===== src/rtl/fifo_wr_arbiter_if.sv =====
// Requester-side and FIFO-side signals of the async FIFO write-port arbiter.
// The arbiter uses the slave modport; whoever drives requests and the read pointer uses master.
interface fifo_wr_arbiter_if #(
  parameter int unsigned ADDRSIZE = 4,
  parameter int unsigned DSIZE    = 8,
  parameter int unsigned NREQ     = 4
);
  localparam int unsigned OW = (NREQ > 1) ? $clog2(NREQ) : 1;

  logic [NREQ-1:0]       req;
  logic [NREQ-1:0]       lock;
  logic [NREQ*DSIZE-1:0] wdata_in;
  logic [ADDRSIZE:0]     wq2_rptr;
  logic [NREQ-1:0]       gnt;
  logic                  winc;
  logic [ADDRSIZE-1:0]   waddr;
  logic [DSIZE-1:0]      wdata;
  logic [ADDRSIZE:0]     wptr;
  logic                  wfull;
  logic [OW-1:0]         owner;
  logic                  locked;

  modport slave (
    input  req, lock, wdata_in, wq2_rptr,
    output gnt, winc, waddr, wdata, wptr, wfull, owner, locked
  );

  modport master (
    output req, lock, wdata_in, wq2_rptr,
    input  gnt, winc, waddr, wdata, wptr, wfull, owner, locked
  );
endinterface


===== src/rtl/fifo_wr_arbiter.sv =====
// Write side of the async FIFO: round-robin arbitration with bounded burst lock,
// write pointer (binary + Gray) ownership and registered full generation.
module fifo_wr_arbiter #(
  parameter int unsigned ADDRSIZE = 4,
  parameter int unsigned DSIZE    = 8,
  parameter int unsigned NREQ     = 4,
  parameter int unsigned MAXBURST = 4
) (
  input logic               wclk,
  input logic               wrst,
  fifo_wr_arbiter_if.slave  bus
);
  localparam int unsigned OW = (NREQ > 1) ? $clog2(NREQ) : 1;
  localparam logic [OW-1:0] LastIdx = OW'(NREQ - 1);
  localparam logic [3:0] BurstMax = 4'(MAXBURST);

  typedef enum logic [0:0] {StArb, StLock} state_e;

  state_e            state_q;
  logic [OW-1:0]     owner_q;
  logic [OW-1:0]     rr_ptr_q;
  logic [3:0]        burst_cnt_q;
  logic [ADDRSIZE:0] wbin_q;
  logic [ADDRSIZE:0] wptr_q;
  logic              wfull_q;

  logic              gnt_any;
  logic [OW-1:0]     gnt_idx;
  logic [NREQ-1:0]   gnt;
  logic [DSIZE-1:0]  wdata_mux;
  logic [ADDRSIZE:0] wbin_next;
  logic [ADDRSIZE:0] wgnext;
  logic [ADDRSIZE:0] rptr_full_pat;
  logic              full_next;

  function automatic logic [OW-1:0] next_idx(input logic [OW-1:0] i);
    if (i == LastIdx) begin
      return '0;
    end
    return i + 1'b1;
  endfunction

  // Grant is held off during reset so a reset-time request never reaches memory.
  always_comb begin
    int s;
    gnt_any = 1'b0;
    gnt_idx = '0;
    gnt     = '0;
    s       = 0;
    if (!wrst && !wfull_q) begin
      if (state_q == StLock) begin
        if (bus.req[owner_q]) begin
          gnt_any = 1'b1;
          gnt_idx = owner_q;
        end
      end else begin
        for (int k = 0; k < int'(NREQ); k++) begin
          s = int'(rr_ptr_q) + k;
          if (s >= int'(NREQ)) begin
            s = s - int'(NREQ);
          end
          if (!gnt_any && bus.req[s]) begin
            gnt_any = 1'b1;
            gnt_idx = OW'(s);
          end
        end
      end
      if (gnt_any) begin
        gnt[gnt_idx] = 1'b1;
      end
    end
  end

  always_comb begin
    wdata_mux = '0;
    if (gnt_any) begin
      wdata_mux = bus.wdata_in[gnt_idx*DSIZE +: DSIZE];
    end
  end

  // Full when the next Gray write pointer equals the read pointer with its top two bits inverted.
  assign wbin_next     = wbin_q + {{ADDRSIZE{1'b0}}, gnt_any};
  assign wgnext        = (wbin_next >> 1) ^ wbin_next;
  assign rptr_full_pat = {~bus.wq2_rptr[ADDRSIZE:ADDRSIZE-1], bus.wq2_rptr[ADDRSIZE-2:0]};
  assign full_next     = (wgnext == rptr_full_pat);

  always_ff @(posedge wclk or posedge wrst) begin
    if (wrst) begin
      state_q     <= StArb;
      owner_q     <= '0;
      rr_ptr_q    <= '0;
      burst_cnt_q <= '0;
      wbin_q      <= '0;
      wptr_q      <= '0;
      wfull_q     <= 1'b0;
    end else begin
      wbin_q  <= wbin_next;
      wptr_q  <= wgnext;
      wfull_q <= full_next;
      unique case (state_q)
        StArb: begin
          if (gnt_any) begin
            if (MAXBURST > 1 && bus.lock[gnt_idx]) begin
              state_q     <= StLock;
              owner_q     <= gnt_idx;
              burst_cnt_q <= 4'd1;
            end else begin
              rr_ptr_q <= next_idx(gnt_idx);
            end
          end
        end
        StLock: begin
          if (!bus.req[owner_q]) begin
            state_q     <= StArb;
            rr_ptr_q    <= next_idx(owner_q);
            burst_cnt_q <= '0;
          end else if (gnt_any) begin
            if (!bus.lock[owner_q] || (burst_cnt_q + 4'd1 == BurstMax)) begin
              state_q     <= StArb;
              rr_ptr_q    <= next_idx(owner_q);
              burst_cnt_q <= '0;
            end else begin
              burst_cnt_q <= burst_cnt_q + 4'd1;
            end
          end
        end
        default: state_q <= StArb;
      endcase
    end
  end

  assign bus.gnt    = gnt;
  assign bus.winc   = gnt_any;
  assign bus.waddr  = wbin_q[ADDRSIZE-1:0];
  assign bus.wdata  = wdata_mux;
  assign bus.wptr   = wptr_q;
  assign bus.wfull  = wfull_q;
  assign bus.owner  = owner_q;
  assign bus.locked = (state_q == StLock);

  a_gnt_onehot: assert property (@(posedge wclk) disable iff (wrst) $onehot0(gnt));
  a_no_write_full: assert property (@(posedge wclk) disable iff (wrst) !(gnt_any && wfull_q));
  a_burst_bound: assert property (@(posedge wclk) disable iff (wrst) burst_cnt_q < BurstMax);

endmodule


===== src/flat_wrapper.sv =====
// flat-port wrapper written by rule: the top's interface ports become plain ports
module fifo_wr_arbiter_flat 
#(
  parameter int unsigned ADDRSIZE = 4,
  parameter int unsigned DSIZE    = 8,
  parameter int unsigned NREQ     = 4,
  parameter int unsigned MAXBURST = 4
)
  (wclk, wrst, bus_req, bus_lock, bus_wdata_in, bus_wq2_rptr, bus_gnt, bus_winc, bus_waddr, bus_wdata, bus_wptr, bus_wfull, bus_owner, bus_locked);
  fifo_wr_arbiter_if #(.ADDRSIZE(ADDRSIZE), .DSIZE(DSIZE), .NREQ(NREQ)) bus_i ();
  input logic wclk;
  input logic wrst;
  input wire logic [$bits(bus_i.req)-1:0] bus_req;
  input wire logic [$bits(bus_i.lock)-1:0] bus_lock;
  input wire logic [$bits(bus_i.wdata_in)-1:0] bus_wdata_in;
  input wire logic [$bits(bus_i.wq2_rptr)-1:0] bus_wq2_rptr;
  output wire logic [$bits(bus_i.gnt)-1:0] bus_gnt;
  output wire logic [$bits(bus_i.winc)-1:0] bus_winc;
  output wire logic [$bits(bus_i.waddr)-1:0] bus_waddr;
  output wire logic [$bits(bus_i.wdata)-1:0] bus_wdata;
  output wire logic [$bits(bus_i.wptr)-1:0] bus_wptr;
  output wire logic [$bits(bus_i.wfull)-1:0] bus_wfull;
  output wire logic [$bits(bus_i.owner)-1:0] bus_owner;
  output wire logic [$bits(bus_i.locked)-1:0] bus_locked;
  assign bus_i.req = bus_req;
  assign bus_i.lock = bus_lock;
  assign bus_i.wdata_in = bus_wdata_in;
  assign bus_i.wq2_rptr = bus_wq2_rptr;
  assign bus_gnt = bus_i.gnt;
  assign bus_winc = bus_i.winc;
  assign bus_waddr = bus_i.waddr;
  assign bus_wdata = bus_i.wdata;
  assign bus_wptr = bus_i.wptr;
  assign bus_wfull = bus_i.wfull;
  assign bus_owner = bus_i.owner;
  assign bus_locked = bus_i.locked;
  fifo_wr_arbiter #(.ADDRSIZE(ADDRSIZE), .DSIZE(DSIZE), .NREQ(NREQ), .MAXBURST(MAXBURST)) u_core (.wclk(wclk), .wrst(wrst), .bus(bus_i));
endmodule

===== config.mk =====
export PLATFORM = sky130hd
export DESIGN_NAME = fifo_wr_arbiter_flat
export DESIGN_NICKNAME = d
export VERILOG_FILES = /design/src/rtl/fifo_wr_arbiter_if.sv /design/src/rtl/fifo_wr_arbiter.sv /design/src/flat_wrapper.sv
export SDC_FILE = /design/constraint.sdc
export NUM_CORES = 1
export LEC_CHECK = 0
export BUFFER_PORTS_ARGS = -buffer_cell sky130_fd_sc_hd__buf_4
export CELL_PAD_IN_SITES_DETAIL_PLACEMENT = 1
export CELL_PAD_IN_SITES_GLOBAL_PLACEMENT = 2
export CORE_MARGIN = 4
export CORE_UTILIZATION = 24
export CTS_BUF_LIST = sky130_fd_sc_hd__clkbuf_4
export DETAILED_ROUTE_END_ITERATION = 6
export PLACE_DENSITY_LB_ADDON = 0.3
export RECOVER_POWER = 50
export SYNTH_ARGS = -nofsm -noshare
export SYNTH_HDL_FRONTEND = slang
export SYNTH_SLANG_ARGS = --single-unit

===== constraint.sdc =====
create_clock -name wclk -period 2.7 [get_ports wclk]
set_input_delay 0.405 -clock wclk [delete_from_list [all_inputs] [get_ports wclk]]
set_output_delay 0.405 -clock wclk [all_outputs]
set_load 0.02 [all_outputs]

# ---- After elaboration in Yosys (flattened, before gate mapping)
# Index checks and enable logic that the tools add are counted.
dict set report totals {
  latchBits 0
  ram_bits 0
  out_inout_bits 26
  ff_bits 20
  mem_bits_ro 0
  memories 0
}
dict set report classes {
  shifts 1
  n_reduce_logical 15
  mux 91
  add_sub_neg 11
  n_mul 0
  n_lt_le_gt_ge 12
  div_mod_pow 0
  bitwise_logic 3
  n_eq_ne 9
}
# cell count
set ops {}
lappend ops {{$mux W32} 12}
lappend ops {{$lt A32 B4 Y1 const B} 4}
lappend ops {{$ge A32 B4 Y1 const B} 3}
lappend ops {{$sub A32 B4 Y32 const B} 3}
lappend ops {{$mux W1} 42}
lappend ops {{$mux W2} 18}
lappend ops {{$shiftx A32 B6 Y8} 1}
lappend ops {{$mux W4} 7}
lappend ops {{$bmux W1 S2} 7}
lappend ops {{$lt A2 B3 Y1 const B} 3}
lappend ops {{$mux W8} 1}
lappend ops {{$pmux W4 S2} 1}
lappend ops {{$add A2 B2 Y3 const B} 2}
lappend ops {{$logic_not A1 Y1} 6}
lappend ops {{$ne A3 B3 Y1 const B} 2}
lappend ops {{$reduce_and A3 Y1} 2}
lappend ops {{$add A5 B1 Y5} 1}
lappend ops {{$eq A5 B5 Y1} 1}
lappend ops {{$logic_and A1 B1 Y1} 5}
lappend ops {{$xor A4 B5 Y5} 1}
lappend ops {{$add A2 B1 Y2 const B} 2}
lappend ops {{$add A4 B1 Y4 const B} 1}
lappend ops {{$eq A2 B2 Y1 const B} 2}
lappend ops {{$eq A4 B3 Y1 const B} 1}
lappend ops {{other kinds (13)} 14}

# ---- Logic depth before layout (Yosys ltp)
# Gate-level depths: netlist of the first run.
dict set report logic_depth {
  ltp_word 35
  ltp_mapped 11
  mapped_depth_nobuf 10
}

# ---- Worst setup path after synthesis of the first run
# No wires, ideal clock.
dict set report synth_path {
  kind {register -> register}
  from {reg u_core.owner_q[0] (netlist: u_core.bus.owner[0])}
  to {reg u_core.wfull_q (netlist: u_core.bus.wfull)}
  required_time_ns 2.614
  slack_ns -0.233
  path_stages_with_launch 12
  arrival_time_ns 2.847
  path_cell_list {dfrtp_1 > mux4_2 > inv_1 > a21oi_1 > clkbuf_1 > ha_1 > ha_1 > xor2_1 > xor2_1 > xnor2_1 > nand3_1 > nor3_1}
}
dict set report synth_via {
  elab_chain_len 9
}
# element line_no
set synth_rtl {}
lappend synth_rtl {{start: declaration} fifo_wr_arbiter.sv:20} ;# logic [OW-1:0] owner_q;
lappend synth_rtl {{start signal: assignment} fifo_wr_arbiter.sv:105} ;# owner_q <= gnt_idx;
lappend synth_rtl {{$bmux W1 S2} fifo_wr_arbiter.sv:52} ;# if (bus.req[owner_q]) begin
lappend synth_rtl {{$mux W1 (not written as such)} fifo_wr_arbiter.sv:52}
lappend synth_rtl {{$mux W1} fifo_wr_arbiter.sv:52}
lappend synth_rtl {{$mux W1} fifo_wr_arbiter.sv:51} ;# if (state_q == StLock) begin
lappend synth_rtl {{$mux W1 (2 in series)} fifo_wr_arbiter.sv:50} ;# if (!wrst && !wfull_q) begin
lappend synth_rtl {{named net bus_winc} flat_wrapper.sv:18} ;# output wire logic [$bits(bus_i.winc)-1:0] bus_winc;
lappend synth_rtl {{$add A5 B1 Y5} fifo_wr_arbiter.sv:82} ;# assign wbin_next = wbin_q + {{ADDRSIZE{1'b0}}, gnt_any};
lappend synth_rtl {{named net u_core.wbin_next[2]} fifo_wr_arbiter.sv:31} ;# logic [ADDRSIZE:0] wbin_next;
lappend synth_rtl {{$xor A4 B5 Y5} fifo_wr_arbiter.sv:83} ;# assign wgnext = (wbin_next >> 1) ^ wbin_next;
lappend synth_rtl {{named net u_core.wgnext[1]} fifo_wr_arbiter.sv:32} ;# logic [ADDRSIZE:0] wgnext;
lappend synth_rtl {{$eq A5 B5 Y1} fifo_wr_arbiter.sv:85} ;# assign full_next = (wgnext == rptr_full_pat);
lappend synth_rtl {{named net u_core.full_next} fifo_wr_arbiter.sv:34} ;# logic full_next;
lappend synth_rtl {{end signal: assignment} fifo_wr_arbiter.sv:99} ;# wfull_q <= full_next;
lappend synth_rtl {{end: declaration} fifo_wr_arbiter.sv:25} ;# logic wfull_q;
# The timed path passes the listed nets, and every way through them passes these cells. The select of a mux whose other input is x is not followed.
# A chain may end at the register's enable or synchronous reset.

# ---- Final worst setup path of the first run
dict set report layout_path {
  from {reg u_core.rr_ptr_q[0]}
  to {out bus_wdata[5]}
}
dict set report layout_via {
  elab_chain_len 28
  elab_cells_between_ends 63
  classes_between {7 x add/sub; 4 x order compare; 1 x shift; 45 x mux; 6 x reduce/logical}
}
# element line_no
set layout_rtl {}
lappend layout_rtl {{start: declaration} fifo_wr_arbiter.sv:21} ;# logic [OW-1:0] rr_ptr_q;
lappend layout_rtl {{start signal: assignment} fifo_wr_arbiter.sv:108} ;# rr_ptr_q <= next_idx(gnt_idx);
lappend layout_rtl {{start signal: assignment} fifo_wr_arbiter.sv:115} ;# rr_ptr_q <= next_idx(owner_q);
lappend layout_rtl {{start signal: assignment} fifo_wr_arbiter.sv:120} ;# rr_ptr_q <= next_idx(owner_q);
lappend layout_rtl {{branches (longest 27 deep; another with $sub A32 B4 Y32)} n/a}
lappend layout_rtl {{$mux W8 *} fifo_wr_arbiter.sv:76} ;# if (gnt_any) begin
lappend layout_rtl {{end: declaration} flat_wrapper.sv:20} ;# output wire logic [$bits(bus_i.wdata)-1:0] bus_wdata;
# Every way passes the cells marked *. The select of a mux whose other input is x is not followed.

==> metrics, run 1 <==
outcome complete, but fails checks; failing checks setup timing; sequential area share after synthesis 29.07%; critical path data required time 2.30 ns; number of global-route vias before repair 1955; residual DRC count 0; Worst slew margin 49.48%; Hold WC Path Type in2async; Die W 90.55 um; vias post-DR 1771; GP Congestion 0.8068; static leakage 0.001251 uW; antenna cells 0; cell area after synthesis 1635 um^2; critical path class reg2out; CP cell instances nor2b_1 > or4_4 > a31oi_4 > buf_12 > mux2i_1 > nand2_1 > and3_4 > buf_6; Pre-antenna DRT Iters 4; fin util 41.05%; total of max-cap violations 0; Syn Nets 241; r2r startpoint u_core.bus.owner[0]; CP max stage cell or4_4; worst clock skew 0.01282 ns; Peak VDD IR 0.5931 mV; CP Capture Type output port; Final period util 100.3%; CTS tree built; main area contributors after synthesis dfrtp_1, mux2i_1, nand2_1; antenna-violating nets left 0; Hold Buf Count CTS 0; max incr delay on CP 0.55 ns; pre-CTS WS -0.1582 ns; PortBufs 72; Vias/cell 4.879; Final Hold Fails 0; Synth cell types 46; Critical Path Start Type register; ys flop type dfrtp_1; RSZ-0062 raised after global routing true; CTS clk-pin slew, worst paths 0.12 ns; YS warnings 0; DRT iter0 DRCs 51; Synth Area per Inst 8.652 um^2; Worst-Skew Late Latency 0.31 ns; total power 2957 uW; Rows 29; crit-path max FO 9; area delta synth->final 63.05%; share of cells above drive strength 1 44.41%; r2r endpoint u_core.bus.wfull; mux cell area share after synthesis 16.53%; DP Cell Count 352; cts bufs inserted 3; largest net degree at the start of global routing 20; WL/cell 15.92 um; CTS root buf clkbuf_4; first-pass GRT wire length 9.549 mm; Worst Slack Setup Final -0.009263 ns; area fraction in compound gates after synthesis 15.68%; slew at the pin closest to its max-slew limit 0.7570 ns; highest clock rate 0.3691 GHz; Critical Path AT 2.30 ns; most common cell in the synthesized netlist nand2_1; final net count 339; CTS Buffer Depth 2; I/O pins 73; top cells by count, synth nand2_1, dfrtp_1, mux2i_1, nor2_1, inv_1; Post-synth ARST share 100.0%; Tmin final 2.709 ns; number of synthesized flops with an enable pin 0; initial core utilization 25.18%; hold slack 0.2285 ns; area leader, netlist dfrtp_1; Adder-Cell Fraction of Synth Area 3.826%; fillcell total 759; htree depth 1; pwr/cell area 1109 nW/um^2; Layout Cells excl Fill 363; HPWL after detailed placement 4.462 mm; number of standard cells after synthesis 189; simple-gate share of the synthesized area 23.57%; top-area cell type share of the netlist area 29.07%; gr usage total 14.10%; die area 8198 um^2; Final Setup Violations 5; initial antenna violation count 0; clock tree sinks 19; Die Ht 90.55 um; residual overflow from global routing 0; Worst R2R Setup Slack 0.04 ns; largest family of logic cells by synthesized area simple AND/OR/NAND/NOR gates; Final Routed Wirelength 5.780 mm; XOR/XNOR Fraction of Synth Area 6.963%; pins over their slew limit 0; r2r worst-path depth 11; Synth Register Bits 19; Core Area 6495 um^2
cell families after synthesis:
| group | after synthesis |
|---|---|
| XOR/XNOR | 13 |
| flip-flops | 19 |
| multiplexers | 24 |
| buffers and inverters | 18 |
| adder cells (fa/ha/maj) | 5 |
| AO/OA/AOI/OAI | 34 |
| AND/OR/NAND/NOR | 76 |
worst max path at each step:
stage | start | to | slack [ns]
after CTS | u_core.rr_ptr_q[1] | bus_wdata[1] | -0.04
after detailed placement | bus_req[3] | u_core.bus.wfull | -0.16
after global placement | bus_req[3] | u_core.bus.wfull | -0.05
after floorplan | u_core.bus.owner[0] | u_core.bus.wfull | 0.02
final | u_core.rr_ptr_q[0] | bus_wdata[5] | -0.009
after global routing | u_core.rr_ptr_q[0] | bus_wdata[3] | -0.15
critical path, delay by kind of cell (launching register included):
kind	cells	cell delay (ns)
multiplexers	1	0.19
buffers and inverters	2	0.29
AND/OR/NAND/NOR	4	0.88
flip-flops	1	0.42
AO/OA/AOI/OAI	1	0.22
layout by cell type (no fill, tap or decap), types with 5 or more instances in the layout:
| cell type | synthesis | final |
|---|---|---|
| nand2_1 | 26 | 26 |
| xnor2_1 | 6 | 5 |
| nor2b_1 | 5 | 5 |
| dfrtp_1 | 19 | 17 |
| clkbuf_1 | 4 | 8 |
| o21ai_0 | 7 | 7 |
| and3_4 | 0 | 8 |
| nor2_1 | 14 | 14 |
| mux2i_1 | 18 | 18 |
| inv_1 | 11 | 11 |
| buf_6 | 0 | 8 |
| buf_4 | 0 | 81 |
| nand3_1 | 6 | 6 |
| a21oi_1 | 6 | 6 |
cell type report:
class                           count  area (um^2)  share of cell area (%)
Inverter                           11        41.29                   1.549
Timing Repair Buffer              100        788.3                   29.56
Tap cell                           77        96.34                   3.613
Multi-Input combinational cell    152         1232                   46.22
Sequential cell                    19        478.0                   17.93
Clock buffer                        4        30.03                   1.126
metal layers:
metal	routed length, um	share of wire (%)	track usage [%]
met5	0	0	0
met4	8	0.14	1.531
met3	348	6.0	3.917
met2	2952	51	25.32
met1	2471	43	17.20
repair_timing:
item | 4_1_cts | 5_1_grt
pin swaps | 1 | 4
resized for setup | 15 | 14
cloned | 0 | 0
setup endpoints to repair | 8 | 9
buffers inserted | 4 | 3
stage by stage:
step	area, um^2	setup TNS, ns
after floorplan	1655	0
after global routing	2666	-1.071
after detailed placement	2454	-0.1863
after CTS	2577	-0.1836
final	2666	-0.02664
after global placement	2454	-0.06280
power breakdown:
| group | total, uW | internal, uW | switching, uW |
|---|---|---|---|
| Clock | 165 | 67.7 | 96.9 |
| Combinational | 2260 | 1140 | 1120 |
| Sequential | 531 | 412 | 119 |
flip-flops by register name, indices dropped and copies added (netlist names):
register and flops:
u_core.wbin_q 5, u_core.rr_ptr_q 2, u_core.bus.wfull 1, u_core.bus.wptr 4, u_core.bus.owner 2, u_core.burst_cnt_q 4
u_core.bus.locked 1
No activity file was read; power rests on OpenSTA's default activity.
==> run 2: changes to the inputs <==
--- a/config.mk
+++ b/config.mk
@@ -13,7 +13,6 @@
 export CTS_BUF_LIST = sky130_fd_sc_hd__clkbuf_4
 export DETAILED_ROUTE_END_ITERATION = 6
 export PLACE_DENSITY_LB_ADDON = 0.3
-export RECOVER_POWER = 50
 export SYNTH_ARGS = -nofsm -noshare
 export SYNTH_HDL_FRONTEND = slang
 export SYNTH_SLANG_ARGS = --single-unit
==> run 2 against run 1 <==
  * The flow still finishes with violations (setup timing)
  * Hold slack about the same
  * Setup slack worse by 0.0012 ns
  * Sequential power is essentially flat
  * Final area is 1.1% higher
  * Clock skew barely moved
  * Total power grew 1.8%
  * Routed wire length is 0.26% higher
  * Global-route usage is the same
  * Register-to-register slack hardly changed
  * Clock power about the same
  * Sequential cell count is the same
  * Fmax about the same
==> metrics, run 2 (synthesis results as in run 1) <==
outcome complete, but fails checks; failing checks setup timing; Placement Cell Area 2454 um^2 (unchanged); CP max stage cell or4_4; most common cell after layout, fill and taps aside buf_4; CP Capture Type output port; CTS root buf clkbuf_4; area delta synth->final 64.88%; initial antenna violation count 0 (unchanged); r2r startpoint u_core.bus.owner[0]; number of flip-flops in the largest register 5 (unchanged); RSZ-0062 raised after global routing true; Core Area 6495 um^2 (unchanged); die area 8198 um^2 (unchanged); Rows 29 (unchanged); first-pass GRT wire length 9.549 mm (unchanged); Multi-input gate area 1232 um^2 (unchanged); Hold Buf Count CTS 0 (unchanged); Vias/cell 4.882 (about the same); Critical Path Start Type register; Die W 90.55 um (unchanged); r2r worst-path depth 11 (unchanged); crit-path max FO 9 (unchanged); Buf+Inv Stages, Crit Path 2 (unchanged); Crit path max-delay family simple AND/OR/NAND/NOR gates; Tmin final 2.710 ns (+0.001172 ns); max incr delay on CP 0.55 ns (about the same); Peak VDD IR 0.6180 mV (+4.2%); PortBufs 72 (unchanged); Reg with most FFs u_core.wbin_q; critical path data required time 2.30 ns (about the same); Critical Path AT 2.31 ns (about the same); static leakage 0.001281 uW (+2.4%); slew at the pin closest to its max-slew limit 0.7568 ns (-0.0001281 ns); Die Ht 90.55 um (unchanged); Worst R2R Setup Slack 0.04 ns (about the same); most frequent cells in the layout buf_4, nand2_1, mux2i_1; Final Routed Wirelength 5.795 mm (+0.26%); residual DRC count 0 (unchanged); residual overflow from global routing 0 (unchanged); design area 2696 um^2 (+1.1%); Hold WC Path Type in2async; clock tree sinks 19 (unchanged); Worst Slack Setup Final -0.01044 ns (-0.001172 ns); total of max-cap violations 0 (unchanged); GP Congestion 0.8068 (unchanged); number of global-route vias before repair 1955 (unchanged); Final period util 100.4% (about the same); HPWL after detailed placement 4.462 mm (unchanged); vias post-DR 1772 (+0.056%); Reg area 478.0 um^2 (unchanged); antenna cells 0 (unchanged); Final Hold Fails 0 (unchanged); cts bufs inserted 3 (unchanged); initial core utilization 25.18% (unchanged); CTS tree built; final net count 339 (unchanged); CTS clk-pin slew, worst paths 0.12 ns (about the same); pins over their slew limit 0 (unchanged); CP cell instances nor2b_1 > or4_4 > a31oi_4 > buf_12 > mux2i_1 > nand2_1 > and3_4 > buf_6; Final Setup Violations 5 (unchanged); critical path class reg2out; setup tns final -0.03401 ns (-0.007368 ns); Worst slew margin 49.49% (about the same); DRT iter0 DRCs 45 (-12%); gr usage total 14.10% (unchanged); share of cells above drive strength 1 47.20% (+2.8 points); largest net degree at the start of global routing 20 (unchanged); htree depth 1 (unchanged); antenna-violating nets left 0 (unchanged); highest clock rate 0.3689 GHz (about the same); WL/cell 15.96 um (+0.26%); Worst Setup SP u_core.rr_ptr_q[0]; Pre-antenna DRT Iters 4 (unchanged); pwr/cell area 1117 nW/um^2 (+0.70%); r2r endpoint u_core.bus.wfull; CTS Buffer Depth 2 (unchanged); fillcell total 757 (-0.26%); worst clock skew 0.01276 ns (-0.00005680 ns); I/O pins 73 (unchanged); Worst-Skew Late Latency 0.31 ns (about the same)
run 2: cell count changes in the layout (fill, tap and decap cells not counted), sizes merged:
cell / change
buf: +8
clkbuf: -8
run 2: how the worst max path moves through the flow:
stage	endpoint	slack, ns	cells past startpoint
6_report	bus_wdata[5]	-0.01	8
2_1_floorplan	u_core.bus.wfull	0.02	11
5_1_grt	bus_wdata[3]	-0.15	8
3_5_place_dp	u_core.bus.wfull	-0.16	11
3_3_place_gp	u_core.bus.wfull	-0.05	11
4_1_cts	bus_wdata[1]	-0.04	8
run 2: timing repair:
item	in CTS	in global routing
endpoints found under the hold margin	0	0
gates cloned	0	0
gates resized for setup	15	14
pin swaps	1	4
buffers inserted	4	3
endpoints found under the setup margin	8	9
run 2: final cells by class:
type / instances / share of cell area, %
Multi-Input combinational cell: 152 / 45.71
Sequential cell: 19 / 17.73
Tap cell: 77 / 3.573
Inverter: 11 / 1.531
Timing Repair Buffer: 100 / 30.35
Clock buffer: 4 / 1.114
run 2: per-stage QoR:
| stage | util [%] | hold WS [ns] | cells | total power, uW | worst slack, ns |
|---|---|---|---|---|---|
| after global placement | 37.78 | 0.5627 | 352 | 2474 | -0.05274 |
| after CTS | 39.68 | 0.2493 | 360 | 2790 | -0.03595 |
| after detailed placement | 37.78 | 0.5559 | 352 | 2507 | -0.1582 |
| after global routing | 41.51 | 0.2701 | 363 | 3240 | -0.1516 |
| after floorplan | - | 0.3561 | 189 | 1648 | 0.02367 |
| final | 41.51 | 0.2284 | 363 | 3011 | -0.01044 |
run 2: per-layer routing:
metal | share of wire (%) | track usage (%) | vias up
met5 | 0 | 0 | -
met3 | 5.9 | 3.917 | 2
met1 | 43 | 17.20 | 855
met2 | 51 | 25.32 | 52
li1 | - | - | 863
met4 | 0.14 | 1.531 | 0
run 2: power by group:
group	leakage (uW)	internal (uW)	switching (uW)
combinational	0.00103	1190	1120
sequential	0.000233	412	121
clock	0.0000184	67.7	96.9
